<file path="src/rtl/hazard_scoreboard.sv">
// Stall controller for the pipelined MIPS core: E..W writer scoreboard, mult/div busy counter, EPC-before-eret interlock.
// Define HAZARD_STATS_EN to add the stall_cnt / md_stall_cnt statistics outputs.
module hazard_scoreboard #(
  parameter int STAGES      = 3,
  parameter int REG_AW      = 5,
  parameter int T_W         = 2,
  parameter int MULT_CYCLES = 5,
  parameter int DIV_CYCLES  = 10
) (
  input  logic              clk,
  input  logic              reset,
  input  logic              flush,
  input  logic              d_valid,
  input  logic [REG_AW-1:0] d_rs,
  input  logic [REG_AW-1:0] d_rt,
  input  logic [T_W-1:0]    d_rs_tuse,
  input  logic [T_W-1:0]    d_rt_tuse,
  input  logic              d_we,
  input  logic [REG_AW-1:0] d_dst,
  input  logic [T_W-1:0]    d_tnew,
  input  logic              d_md,
  input  logic              d_md_start,
  input  logic              d_md_is_div,
  input  logic              d_epc_wr,
  input  logic              d_eret,
  output logic              stall,
  output logic              md_busy,
  output logic [3:0]        md_left
`ifdef HAZARD_STATS_EN
  ,
  output logic [31:0]       stall_cnt,
  output logic [31:0]       md_stall_cnt
`endif
);

  localparam logic [T_W-1:0] TUSE_NONE = '1;
  localparam logic [T_W-1:0] T_ONE     = T_W'(1);
  localparam logic [3:0]     MULT_LD   = 4'(MULT_CYCLES);
  localparam logic [3:0]     DIV_LD    = 4'(DIV_CYCLES);

  function automatic logic [T_W-1:0] tnew_dec(input logic [T_W-1:0] t);
    return (t == '0) ? '0 : t - T_ONE;
  endfunction

  logic [STAGES-1:0] sb_vld;
  logic              sb_we   [STAGES];
  logic [REG_AW-1:0] sb_dst  [STAGES];
  logic [T_W-1:0]    sb_tnew [STAGES];
  logic              sb_epc  [STAGES];

  logic rs_hit, rt_hit, epc_hit;
  logic data_stall, md_stall, epc_stall, accept;

  // D-stage hazard detection against the scoreboard
  always_comb begin
    rs_hit  = 1'b0;
    rt_hit  = 1'b0;
    epc_hit = 1'b0;
    for (int i = 0; i < STAGES; i++) begin
      if (sb_vld[i] && sb_we[i] && (sb_dst[i] == d_rs) && (d_rs != '0) &&
          (d_rs_tuse != TUSE_NONE) && (sb_tnew[i] > d_rs_tuse))
        rs_hit = 1'b1;
      if (sb_vld[i] && sb_we[i] && (sb_dst[i] == d_rt) && (d_rt != '0) &&
          (d_rt_tuse != TUSE_NONE) && (sb_tnew[i] > d_rt_tuse))
        rt_hit = 1'b1;
      if (sb_vld[i] && sb_epc[i])
        epc_hit = 1'b1;
    end
  end

  assign data_stall = d_valid && (rs_hit || rt_hit);
  assign md_stall   = d_valid && d_md && md_busy;
  assign epc_stall  = d_valid && d_eret && epc_hit;
  assign stall      = data_stall || md_stall || epc_stall;
  assign accept     = d_valid && !stall;
  assign md_busy    = (md_left != '0);

  // Control state: entry valids and the mult/div countdown
  always_ff @(posedge clk) begin
    if (reset) begin
      sb_vld  <= '0;
      md_left <= '0;
    end else begin
      for (int i = STAGES - 1; i > 0; i--)
        sb_vld[i] <= sb_vld[i-1] && !flush;
      sb_vld[0] <= accept && !flush;
      if (accept && d_md_start)
        md_left <= d_md_is_div ? DIV_LD : MULT_LD;
      else if (md_left != '0)
        md_left <= md_left - 4'd1;
    end
  end

  // Entry payload; only meaningful where the matching valid bit is set
  always_ff @(posedge clk) begin
    sb_we[0]   <= d_we;
    sb_dst[0]  <= d_dst;
    sb_tnew[0] <= d_tnew;
    sb_epc[0]  <= d_epc_wr;
    for (int i = 1; i < STAGES; i++) begin
      sb_we[i]   <= sb_we[i-1];
      sb_dst[i]  <= sb_dst[i-1];
      sb_tnew[i] <= tnew_dec(sb_tnew[i-1]);
      sb_epc[i]  <= sb_epc[i-1];
    end
  end

`ifdef HAZARD_STATS_EN
  always_ff @(posedge clk) begin
    if (reset) begin
      stall_cnt    <= '0;
      md_stall_cnt <= '0;
    end else begin
      if (stall)
        stall_cnt <= stall_cnt + 32'd1;
      if (md_stall)
        md_stall_cnt <= md_stall_cnt + 32'd1;
    end
  end
`endif

endmodule

</file>
<file path="config.mk">
export PLATFORM = sky130hd
export DESIGN_NAME = hazard_scoreboard
export DESIGN_NICKNAME = d
export VERILOG_FILES = /design/src/rtl/hazard_scoreboard.sv
export SDC_FILE = /design/constraint.sdc
export NUM_CORES = 1
export LEC_CHECK = 0
export BUFFER_PORTS_ARGS = -buffer_cell sky130_fd_sc_hd__buf_2
export CAP_MARGIN = 40
export CORE_MARGIN = 3
export CORE_UTILIZATION = 53
export DETAILED_ROUTE_END_ITERATION = 6
export PLACE_DENSITY = 0.9
export SETUP_SLACK_MARGIN = 0.5
export SYNTH_ARGS = -nofsm -noshare
export SYNTH_HDL_FRONTEND = slang
export SYNTH_SLANG_ARGS = --single-unit
</file>
<file path="constraint.sdc">
create_clock -name clk -period 3 [get_ports clk]
set_clock_uncertainty 0.2 [all_clocks]
set_input_delay 0.45 -clock clk [delete_from_list [all_inputs] [get_ports clk]]
set_output_delay 0.45 -clock clk [all_outputs]
set_load 0.02 [all_outputs]
</file>
==> impl_results.md, run 1 <==
- Min-delay src: d_tnew[1]
- R2R cell count: 8
- Final HPWL DP: between 2 and 3 mm
- Max_cap viols: 0
- Max VDD drop: 0.000412 V
- Sum of negative setup slack: 0 ps
- Register bit total from synthesis: 34
- Worst r2r src: sb_tnew[0][3]
- CTS Buf Count: 5
- Largest incremental delay on the critical path: 350 ps
- ANT nets after route: 0
- CP max stage cell: dfxtp_2
- Post-Syn Area: 1620 um^2
- P&R area growth vs syn: 23.4%
- Delay-heaviest family, CP: simple AND/OR/NAND/NOR gates
- Gate power share: about a third
- IO buf count: 36
- Die Width: about 61 um
- Fin. Hold Viols: 0
- Clk pwr share: between 20 and 25%
- Critical Path End Type: output pin
- Antenna violations before repair: 0
- NetSw: 0.398 mW
- Pwr dens: 597 nW/um^2
- Critical setup path kind: flip-flop to output pin
- Worst Tran Pin Value: between 300 and 400 ps
- RSZ-0062 raised after global routing: yes
- Pre-Repair DR Iteration Count: 5
- Int Pwr: between 0.7 and 0.8 mW
- Sequential share of the synthesized area: a little over two fifths
- CP max FO: 3
- Top_reg_cell synth: dfxtp_1
- Yosys cell types: 27
- Mean post-synth cell area: 9.86 um^2
- Status: completed
- Utilization after layout: just over 70%
- Crit path time final: 2640 ps
- Fmax: 379 MHz
- Leak pwr: approximately 0.87 nW
- Initial DRC count: 62
- Slew HR: 79.8%
- DRC: 0
- Skew-Pair Late Insertion Delay: approximately 330 ps
- Synth top cells by count: 34 x dfxtp_1, 22 x xnor2_1, 16 x ha_1
- Most numerous cell in the Yosys netlist: dfxtp_1
- Reg-to-reg endpoint: md_left[1]
- Largest net degree at the start of global routing: 10
- Antenna cells: 0
- All-Layer GR Usage: 21.5%
- Sequential share of power: a little under half
- WL final: 3.47 mm
- # rows: 19
- Hold Path Depth: 1
- Io pins: 37
- Die area: 3750 um^2
- Placeable Area: around 2800 um^2
- Biggest area consumer among synthesized cells: dfxtp_1
- Yosys top cell area share: 42.1%
- Post-synth EDFFs: 0
- First-pass GRT wire length: approximately 5.6 mm
- CP bufs+invs: 1
- TritonCTS clock tree: yes
- Grt ovf: 0
- Syn_nets: 211
- Final Cycle Share: roughly 88%
- Hold crit path type: input pin to flip-flop
- CTS clk-pin slew, worst paths: 80 ps
- CTS sink cnt: 34
- Asr flop ratio synth: 0%
- Drt wl/cell: 14.4 um
- Fin. max-slew vios: 0
- Via count: 1327
- Vias/cell: 5.51
- R2r setup slk: about 630 ps
- Final setup viols: 0
- Routability cong.: slightly below 1
- Number of global-route vias before repair: 1267
- CTS Root Cell: clkbuf_4
- Net Sw Frac: roughly a third
- Share of post-route cells with drive strength above 1: 29.5%
- Required time worst endpoint: ~2400 ps
- Mapped Cells: 164
- CP startpoint kind: flip-flop
- Initial Utilization: approximately 57%
- CTS Buffer Depth: 2
- Hold EP: sb_tnew[0][1]
- Die height: 61.2 um
- Final nets: 258
- Critical Path AT: 1990 ps
- H-tree depth: 2
- Largest cells by area after synthesis: dfxtp_1 42%, ha_1 12%, xnor2_1 12%, xor2_1 5.4%, inv_1 2.8%
- Critical-path cell list: ha_4, nor2b_4, o211ai_1, nor4_2, nor3_1, o211ai_2, and2_4, buf_6
- Fillers: 196
- Synth Warn #: 0
## cell type report
cell class	count	area, um^2	area share, %
well taps	31	38.8	1.94
repair buffers	40	224	11.2
inverters	12	45.0	2.26
flip-flops and latches	34	684	34.3
clock buffers	6	51.3	2.57
multi-input cells	118	951	47.7
## worst register-to-register path: stages, from the launching register on
cell and delay (ps):
dfxtp_1 340, ha_1 300, a21oi_1 180, nor4_1 90, o31ai_2 290, o211ai_2 130, buf_4 160, or4b_4 510
o31ai_1 70
## timing repair
item	CTS	global route
pin swaps	9	2
resized for setup	13	3
hold buffers	1	2
buffers inserted	1	0
hold endpoints to repair	1	2
setup endpoints to repair	1	3
## stage by stage
stage	std cells	instance area, um^2	total power, mW	setup WS (ps)	hold WS [ps]
floorplan	164	1620	0.810	618	130
global placement	231	1840	0.918	270	137
detailed placement	231	1840	0.926	264	138
CTS	239	1960	1.19	333	2.30
global route	241	1990	1.27	232	3.05
finish	241	1990	1.19	364	21.3
## how the worst max path moves through the flow
stage             startpoint     to  slack (ps)  cells past startpoint
2_1_floorplan   d_rt_tuse[1]  stall         620                      8
3_3_place_gp    d_rt_tuse[1]  stall         270                     10
3_5_place_dp    d_rt_tuse[1]  stall         260                     10
4_1_cts        sb_tnew[0][1]  stall         330                      8
5_1_grt        sb_tnew[0][2]  stall         230                      9
6_report       sb_tnew[0][1]  stall         360                      8
## routing by layer
metal | up-vias | global-route usage (%) | routed length [um]
met1 | 613 | 25.8 | 1440
met3 | 13 | 7.97 | 253
met5 | - | 0 | 0
li1 | 657 | - | -
met4 | 0 | 13.3 | 115
met2 | 44 | 32.5 | 1660
## cell usage in the layout, fill, tap and decap left out, types with 5 or more instances in the layout
cell and count:
a21oi_1 5, buf_2 35, clkbuf_4 5, dfxtp_1 31, ha_1 13, inv_1 12
nand2_1 12, nand4_1 6, nor2_1 11, xnor2_1 22, xor2_1 10
## sequential cells by signal (all words and copies together), names as in the netlist
name / count
sb_tnew: 6
sb_vld: 3
sb_epc: 3
sb_we: 3
md_left: 4
sb_dst: 15
## cell families (layout without fill, tap and decap cells)
group | after synthesis | count (layout) | synth area share, %
AND/OR/NAND/NOR | 52 | 52 | 16.6
XOR/XNOR | 32 | 32 | 17.3
AO/OA/AOI/OAI | 16 | 16 | 7.43
adder cells (fa/ha/maj) | 16 | 16 | 12.4
flip-flops | 34 | 34 | 42.1
buffers and inverters | 12 | 58 | 2.79
multiplexers | 2 | 2 | 1.39
## power by group through the flow
stage	Combinational (mW)	Clock [mW]	Sequential (mW)
detailed placement	0.374	0	0.552
finish	0.407	0.240	0.544
floorplan	0.239	0	0.572
CTS	0.401	0.249	0.544
global placement	0.367	0	0.551
global route	0.450	0.266	0.551
No activity file was read; power rests on OpenSTA's default activity.
==> run 2: changes to the inputs <==
==> constraint.sdc (replaced) <==
create_clock -name clk -period 3 [get_ports clk]
set_clock_uncertainty 0.2 [all_clocks]
set_input_delay 0.45 -clock clk [delete_from_list [all_inputs] [get_ports clk]]
set_output_delay 0.45 -clock clk [all_outputs]
set_load 0.05 [all_outputs]
==> impl_results.md, run 2 (synthesis gave the netlist of run 1 again) <==
- Largest registers: sb_dst: 15 flops, sb_tnew: 6 flops, md_left: 4 flops (unchanged)
- Commonest non-fill, non-tap cell in the layout: buf_2 (unchanged)
- Share of post-route cells with drive strength above 1: 28.2% (was 29.5%)
- Initial Utilization: 57.1% (unchanged)
- IO buf count: 36 (unchanged)
- Final HPWL DP: 2.76 mm (was 2.68 mm)
- Final nets: 266 (was 258)
- Total power: 1.32 mW (was 1.19 mW)
- Sum of negative setup slack: 0 ps (unchanged)
- DRC: 0 (unchanged)
- CP startpoint kind: flip-flop (unchanged)
- Hold crit path type: input pin to flip-flop (unchanged)
- Grt ovf: 0 (unchanged)
- CTS Buffer Depth: 2 (unchanged)
- CTS sink cnt: 34 (unchanged)
- Pwr dens: 640 nW/um^2 (was 597 nW/um^2)
- Drt wl/cell: 16.3 um (was 14.4 um)
- Hold Path Depth: 3 (was 1)
- Die height: 61.2 um (unchanged)
- Final worst slack: 96.5 ps (was 364 ps)
- Antenna cells: 0 (unchanged)
- Routability cong.: 0.895 (was 0.977)
- Final setup viols: 0 (unchanged)
- Final non-filler cell total: 251 (was 241)
- Die area: 3750 um^2 (unchanged)
- Io pins: 37 (unchanged)
- CTS Buf Count: 5 (unchanged)
- Leak pwr: 0.906 nW (was 0.870 nW)
- Hold WS: 150 ps (was 21.3 ps)
- Utilization after layout: 73.2% (was 70.5%)
- P&R area growth vs syn: 28.0% (was 23.4%)
- Design area: 2070 um^2 (was 1990 um^2)
- Critical Path AT: 2250 ps (was 1990 ps)
- Number of global-route vias before repair: 1283 (was 1267)
- M1 wire length: 1.73 mm (was 1.44 mm)
- # rows: 19 (unchanged)
- Die Width: 61.2 um (unchanged)
- Vias/cell: 5.70 (was 5.51)
- Worst Tran Pin Value: 422 ps (was 301 ps)
- Met2 routed wirelength: 1.87 mm (was 1.66 mm)
- Final Cycle Share: 96.8% (was 87.9%)
- Most flops, register: sb_dst (unchanged)
- Antenna violations before repair: 0 (unchanged)
- Via count: 1431 (was 1327)
- Leading cell types in the layout, fill and taps excluded: 35 x buf_2, 31 x dfxtp_1, 22 x xnor2_1 (unchanged)
- Max_cap viols: 0 (unchanged)
- Status: completed (unchanged)
- Fin. Hold Viols: 0 (unchanged)
- Largest net degree at the start of global routing: 11 (was 10)
- RSZ-0062 raised after global routing: yes (unchanged)
- Skew-Pair Late Insertion Delay: 350 ps (was 330 ps)
- Pre-Repair DR Iteration Count: 4 (was 5)
- Fmax: 344 MHz (was 379 MHz)
- R2R cell count: 9 (was 8)
- CTS Root Cell: clkbuf_4 (unchanged)
- H-tree depth: 2 (unchanged)
- Placeable Area: 2830 um^2 (unchanged)
- Largest incremental delay on the critical path: 360 ps (was 350 ps)
- CP max FO: 3 (unchanged)
- Max VDD drop: 0.000369 V (was 0.000412 V)
- Fin. max-slew vios: 0 (unchanged)
- ANT nets after route: 0 (unchanged)
- Max reg flops: 15 (unchanged)
- WL final: 4.10 mm (was 3.47 mm)
- Critical Path End Type: output pin (unchanged)
- CTS clk-pin slew, worst paths: 100 ps (was 80 ps)
- CP max stage cell: dfxtp_2 (unchanged)
- Initial DRC count: 71 (was 62)
- TritonCTS clock tree: yes (unchanged)
- Placed inst area: 1840 um^2 (about the same)
- Post-place setup slack: 210 ps (was 264 ps)
- Met3 wire length: 278 um (was 253 um)
- Dpl cells: 231 (unchanged)
- Critical-path cell list: buf_4, ha_1, nand2_1, nand4_1, nor4_1, o31ai_2, o211ai_2, and2_4, buf_8 (was ha_4, nor2b_4, o211ai_1, nor4_2, nor3_1, o211ai_2, and2_4, buf_6)
- Max Used Layer: met4 (unchanged)
- All-Layer GR Usage: 22.4% (was 21.5%)
- Critical setup path kind: flip-flop to output pin (unchanged)
- Required time worst endpoint: 2350 ps (about the same)
- First-pass GRT wire length: 5.78 mm (was 5.64 mm)
- Slew HR: 71.6% (was 79.8%)
- Crit path time final: 2900 ps (was 2640 ps)
[run 2: where the power goes]
part / total [mW] / leakage [nW] / switching (mW) / internal, mW
sequential: 0.546 / 0.285 / 0.0463 / 0.500
clock: 0.262 / 0.0353 / 0.149 / 0.113
combinational: 0.516 / 0.586 / 0.319 / 0.197
[run 2: repair_timing]
action,in CTS,in global routing
pin swaps,1,8
setup buffers,0,3
setup endpoints to repair,1,1
hold buffers,9,0
gates resized for setup,6,6
endpoints found under the hold margin,9,0
[run 2: final timing paths]
kind,start,end,slack (ps)
max,sb_tnew[0][3],stall,100
min,d_valid,sb_vld[0],150
max reg2reg,sb_tnew[0][3],md_left[0],350
min reg2reg,sb_epc[0][0],sb_epc[0][1],170
[run 2: routing by layer]
layer  GRT usage (%)  vias up
met1            28.4      652
li1                -      676
met3            6.71       22
met2            33.7       81
met4            13.3        0
met5               0        -
[run 2: final cells by class]
| cell class | count | area [um^2] |
|---|---|---|
| Inverter | 12 | 45.0 |
| Fill cell | 195 | 759 |
| Timing Repair Buffer | 48 | 303 |
| Tap cell | 31 | 38.8 |
| Clock inverter | 1 | 5.00 |
| Multi-Input combinational cell | 118 | 938 |
| Sequential cell | 34 | 684 |
| Clock buffer | 7 | 55.1 |
[run 2: critical path, delay by kind of cell (launching register included)]
kind                       cells  cell delay [ps]
and+or+nand+nor                4              750
buffers and inverters          2              280
AOI/OAI and AO/OA              2              210
adders and majority gates      1              310
DFF                            1              360
==> run 3: changes to the inputs <==
--- a/config.mk
+++ b/config.mk
@@ -5,12 +5,13 @@
 export SDC_FILE = /design/constraint.sdc
 export NUM_CORES = 1
 export LEC_CHECK = 0
+export ABC_AREA = 1
 export BUFFER_PORTS_ARGS = -buffer_cell sky130_fd_sc_hd__buf_2
 export CAP_MARGIN = 40
 export CORE_MARGIN = 3
-export CORE_UTILIZATION = 53
+export CORE_UTILIZATION = 45
 export DETAILED_ROUTE_END_ITERATION = 6
-export PLACE_DENSITY = 0.9
+export PLACE_DENSITY = 0.78
 export SETUP_SLACK_MARGIN = 0.5
 export SYNTH_ARGS = -nofsm -noshare
 export SYNTH_HDL_FRONTEND = slang
==> impl_results.md, run 3 <==
- IO buf count: 36 (unchanged)
- Antenna cells: 0 (unchanged)
- RSZ-0062 raised after global routing: yes (unchanged)
- Critical Path End Type: output pin (unchanged)
- CTS Root Cell: clkbuf_8 (was clkbuf_4)
- Die height: 69.7 um (was 61.2 um)
- Via count: 1623 (was 1431)
- Leading cell types in the layout, fill and taps excluded: 60 x nand2_1, 35 x buf_2, 28 x inv_1 (was 35 x buf_2, 31 x dfxtp_1, 22 x xnor2_1)
- Placeable Area: 3800 um^2 (was 2830 um^2)
- Most flops, register: sb_dst (unchanged)
- Pwr dens: 677 nW/um^2 (was 640 nW/um^2)
- Fin. Hold Viols: 0 (unchanged)
- Sum of negative setup slack: 0 ps (unchanged)
- Status: completed (unchanged)
- H-tree depth: 2 (unchanged)
- Max VDD drop: 0.000333 V (was 0.000369 V)
- Mapped Cells: 242 (was 164)
- Commonest non-fill, non-tap cell in the layout: nand2_1 (was buf_2)
- Biggest area consumer among synthesized cells: dfxtp_1 (unchanged)
- Io pins: 37 (unchanged)
- TritonCTS clock tree: yes (unchanged)
- Leak pwr: 1.18 nW (was 0.906 nW)
- Skew-Pair Late Insertion Delay: 290 ps (was 350 ps)
- Synth top cells by count: 60 x nand2_1, 35 x inv_1, 34 x dfxtp_1 (was 34 x dfxtp_1, 22 x xnor2_1, 16 x ha_1)
- Top_reg_cell synth: dfxtp_1 (unchanged)
- Yosys cell types: 21 (was 27)
- Yosys top cell area share: 37.2% (was 42.1%)
- M1 wire length: 1.80 mm (was 1.73 mm)
- Pre-Repair DR Iteration Count: 4 (unchanged)
- Drt wl/cell: 12.7 um (was 16.3 um)
- Final nets: 337 (was 266)
- CTS Buffer Depth: 2 (unchanged)
- Grt ovf: 0 (unchanged)
- Sequential share of the synthesized area: 37.2% (was 42.1%)
- Required time worst endpoint: 2350 ps (about the same)
- Vias/cell: 4.80 (was 5.70)
- WL final: 4.30 mm (was 4.10 mm)
- Asr flop ratio synth: 0% (unchanged)
- Final setup viols: 0 (unchanged)
- ANT nets after route: 0 (unchanged)
- Largest registers: sb_dst: 15 flops, sb_tnew: 6 flops, md_left: 4 flops (unchanged)
- Post-synth EDFFs: 0 (unchanged)
- Routability cong.: 0.857 (was 0.895)
- Critical setup path kind: flip-flop to output pin (unchanged)
- Crit path time final: 2510 ps (was 2900 ps)
- Final HPWL DP: 3.05 mm (was 2.76 mm)
- Post-Syn Area: 1830 um^2 (was 1620 um^2)
- Antenna violations before repair: 0 (unchanged)
- Initial Utilization: 48.1% (was 57.1%)
- Synth Warn #: 0 (unchanged)
- Max Used Layer: met4 (unchanged)
- CP max FO: 2 (was 3)
- Largest net degree at the start of global routing: 11 (unchanged)
- Syn_nets: 289 (was 211)
- P&R area growth vs syn: 30.7% (was 28.0%)
- Critical Path AT: 1860 ps (was 2250 ps)
- Final worst slack: 490 ps (was 96.5 ps)
- Number of global-route vias before repair: 1538 (was 1283)
- CTS sink cnt: 34 (unchanged)
- Met3 wire length: 200 um (was 278 um)
- Max reg flops: 15 (unchanged)
- Max_cap viols: 0 (unchanged)
- Share of post-route cells with drive strength above 1: 34.5% (was 28.2%)
- CP startpoint kind: flip-flop (unchanged)
- All-Layer GR Usage: 16.9% (was 22.4%)
- First-pass GRT wire length: 6.54 mm (was 5.78 mm)
- Register bit total from synthesis: 34 (unchanged)
- Largest cells by area after synthesis: dfxtp_1 37%, nand2_1 12%, ha_1 11%, xnor2_1 8.1%, inv_1 7.2% (was dfxtp_1 42%, ha_1 12%, xnor2_1 12%, xor2_1 5.4%, inv_1 2.8%)
- Die area: 4860 um^2 (was 3750 um^2)
- DRC: 0 (unchanged)
- Met2 routed wirelength: 2.18 mm (was 1.87 mm)
- Hold crit path type: input pin to flip-flop (unchanged)
- Fillers: 306 (was 195)
- Initial DRC count: 92 (was 71)
- Fmax: 398 MHz (was 344 MHz)
- Final Cycle Share: 83.7% (was 96.8%)
- CTS Buf Count: 5 (unchanged)
- Most numerous cell in the Yosys netlist: nand2_1 (was dfxtp_1)
- CTS clk-pin slew, worst paths: 70 ps (was 100 ps)
- Worst Tran Pin Value: 345 ps (was 422 ps)
- Die Width: 69.7 um (was 61.2 um)
- Mean post-synth cell area: 7.55 um^2 (was 9.86 um^2)
- Slew HR: 76.8% (was 71.6%)
- Post-place setup slack: 346 ps (was 210 ps)
- Fin. max-slew vios: 0 (unchanged)
- # rows: 22 (was 19)
==> run 3: cell count changes in the layout (fill, tap and decap cells not counted), sizes merged, moves of 9 or more <==
cell | previous run | this run
nand2 | 12 | 67
inv | 12 | 41
nor2 | 12 | 31
dlygate4sd3 | 9 | 0
==> run 3: through the flow <==
stage,hold slack [ps],power [mW],area (um^2),util [%],cells
3_5_place_dp,137,1.14,2080,54.6,326
6_report,60.3,1.62,2390,62.9,338
4_1_cts,55.4,1.59,2230,58.8,336
3_3_place_gp,133,1.12,2080,54.6,326
5_1_grt,45.2,1.72,2390,62.9,338
2_1_floorplan,131,0.996,1840,-,242
==> run 3: worst paths after layout <==
check / start / endpoint / slack (ps) / cells past startpoint
worst max register to register: sb_tnew[0][4] / md_left[0] / 790 / 16
worst max-delay path: sb_tnew[0][4] / stall / 490 / 14
worst min-delay path: d_dst[3] / sb_dst[0][3] / 60 / 1
worst min register to register: sb_we[0][0] / sb_we[0][1] / 150 / 0
==> run 3: what timing repair did <==
item / in CTS / in global routing
hold buffers: 0 / 0
buffers inserted: 3 / 2
pin swaps: 8 / 18
setup endpoints to repair: 1 / 1
gates resized for setup: 10 / 26
==> run 3: cells by family after synthesis <==
logic type      count (synthesis)  share of synthesized area [%]
simple gates                  109                           25.9
buf+inv                        41                           8.42
flops                          34                           37.2
xor+xnor                       24                           11.5
compound gates                 18                           5.95
fa+ha+maj                      16                           11.0
==> run 3: routing by layer <==
metal  global-route usage (%)  vias to the layer above
met4                     7.87                        0
met3                     4.78                       14
met5                        0                        -
met1                     19.8                      743
met2                     28.3                       37
li1                         -                      829
==> run 3: area by class of cell <==
| class | count | area (um^2) | area share, % |
|---|---|---|---|
| Tap cell | 48 | 60.1 | 2.51 |
| Timing Repair Buffer | 41 | 228 | 9.53 |
| Multi-Input combinational cell | 167 | 1140 | 47.6 |
| Clock buffer | 6 | 82.6 | 3.46 |
| Sequential cell | 34 | 693 | 29.0 |
| Inverter | 41 | 159 | 6.65 |
| Clock inverter | 1 | 30.0 | 1.26 |
==> run 3: power breakdown <==
part	leakage, nW	total [mW]	switching (mW)	internal [mW]
Combinational	0.835	0.649	0.424	0.225
Clock	0.0573	0.427	0.161	0.266
Sequential	0.287	0.544	0.0371	0.506
==> run 3: critical path: stages, from the launching register on <==
cell and delay [ps]:
dfxtp_2 330, inv_2 50, ha_1 270, nand2_1 60
inv_1 40, nor2_1 100, nand2_1 70, nor2_2 110
nand2_1 80, nand3_2 60, nand2_2 60, inv_2 60
o21ai_2 60, inv_2 70, buf_8 140
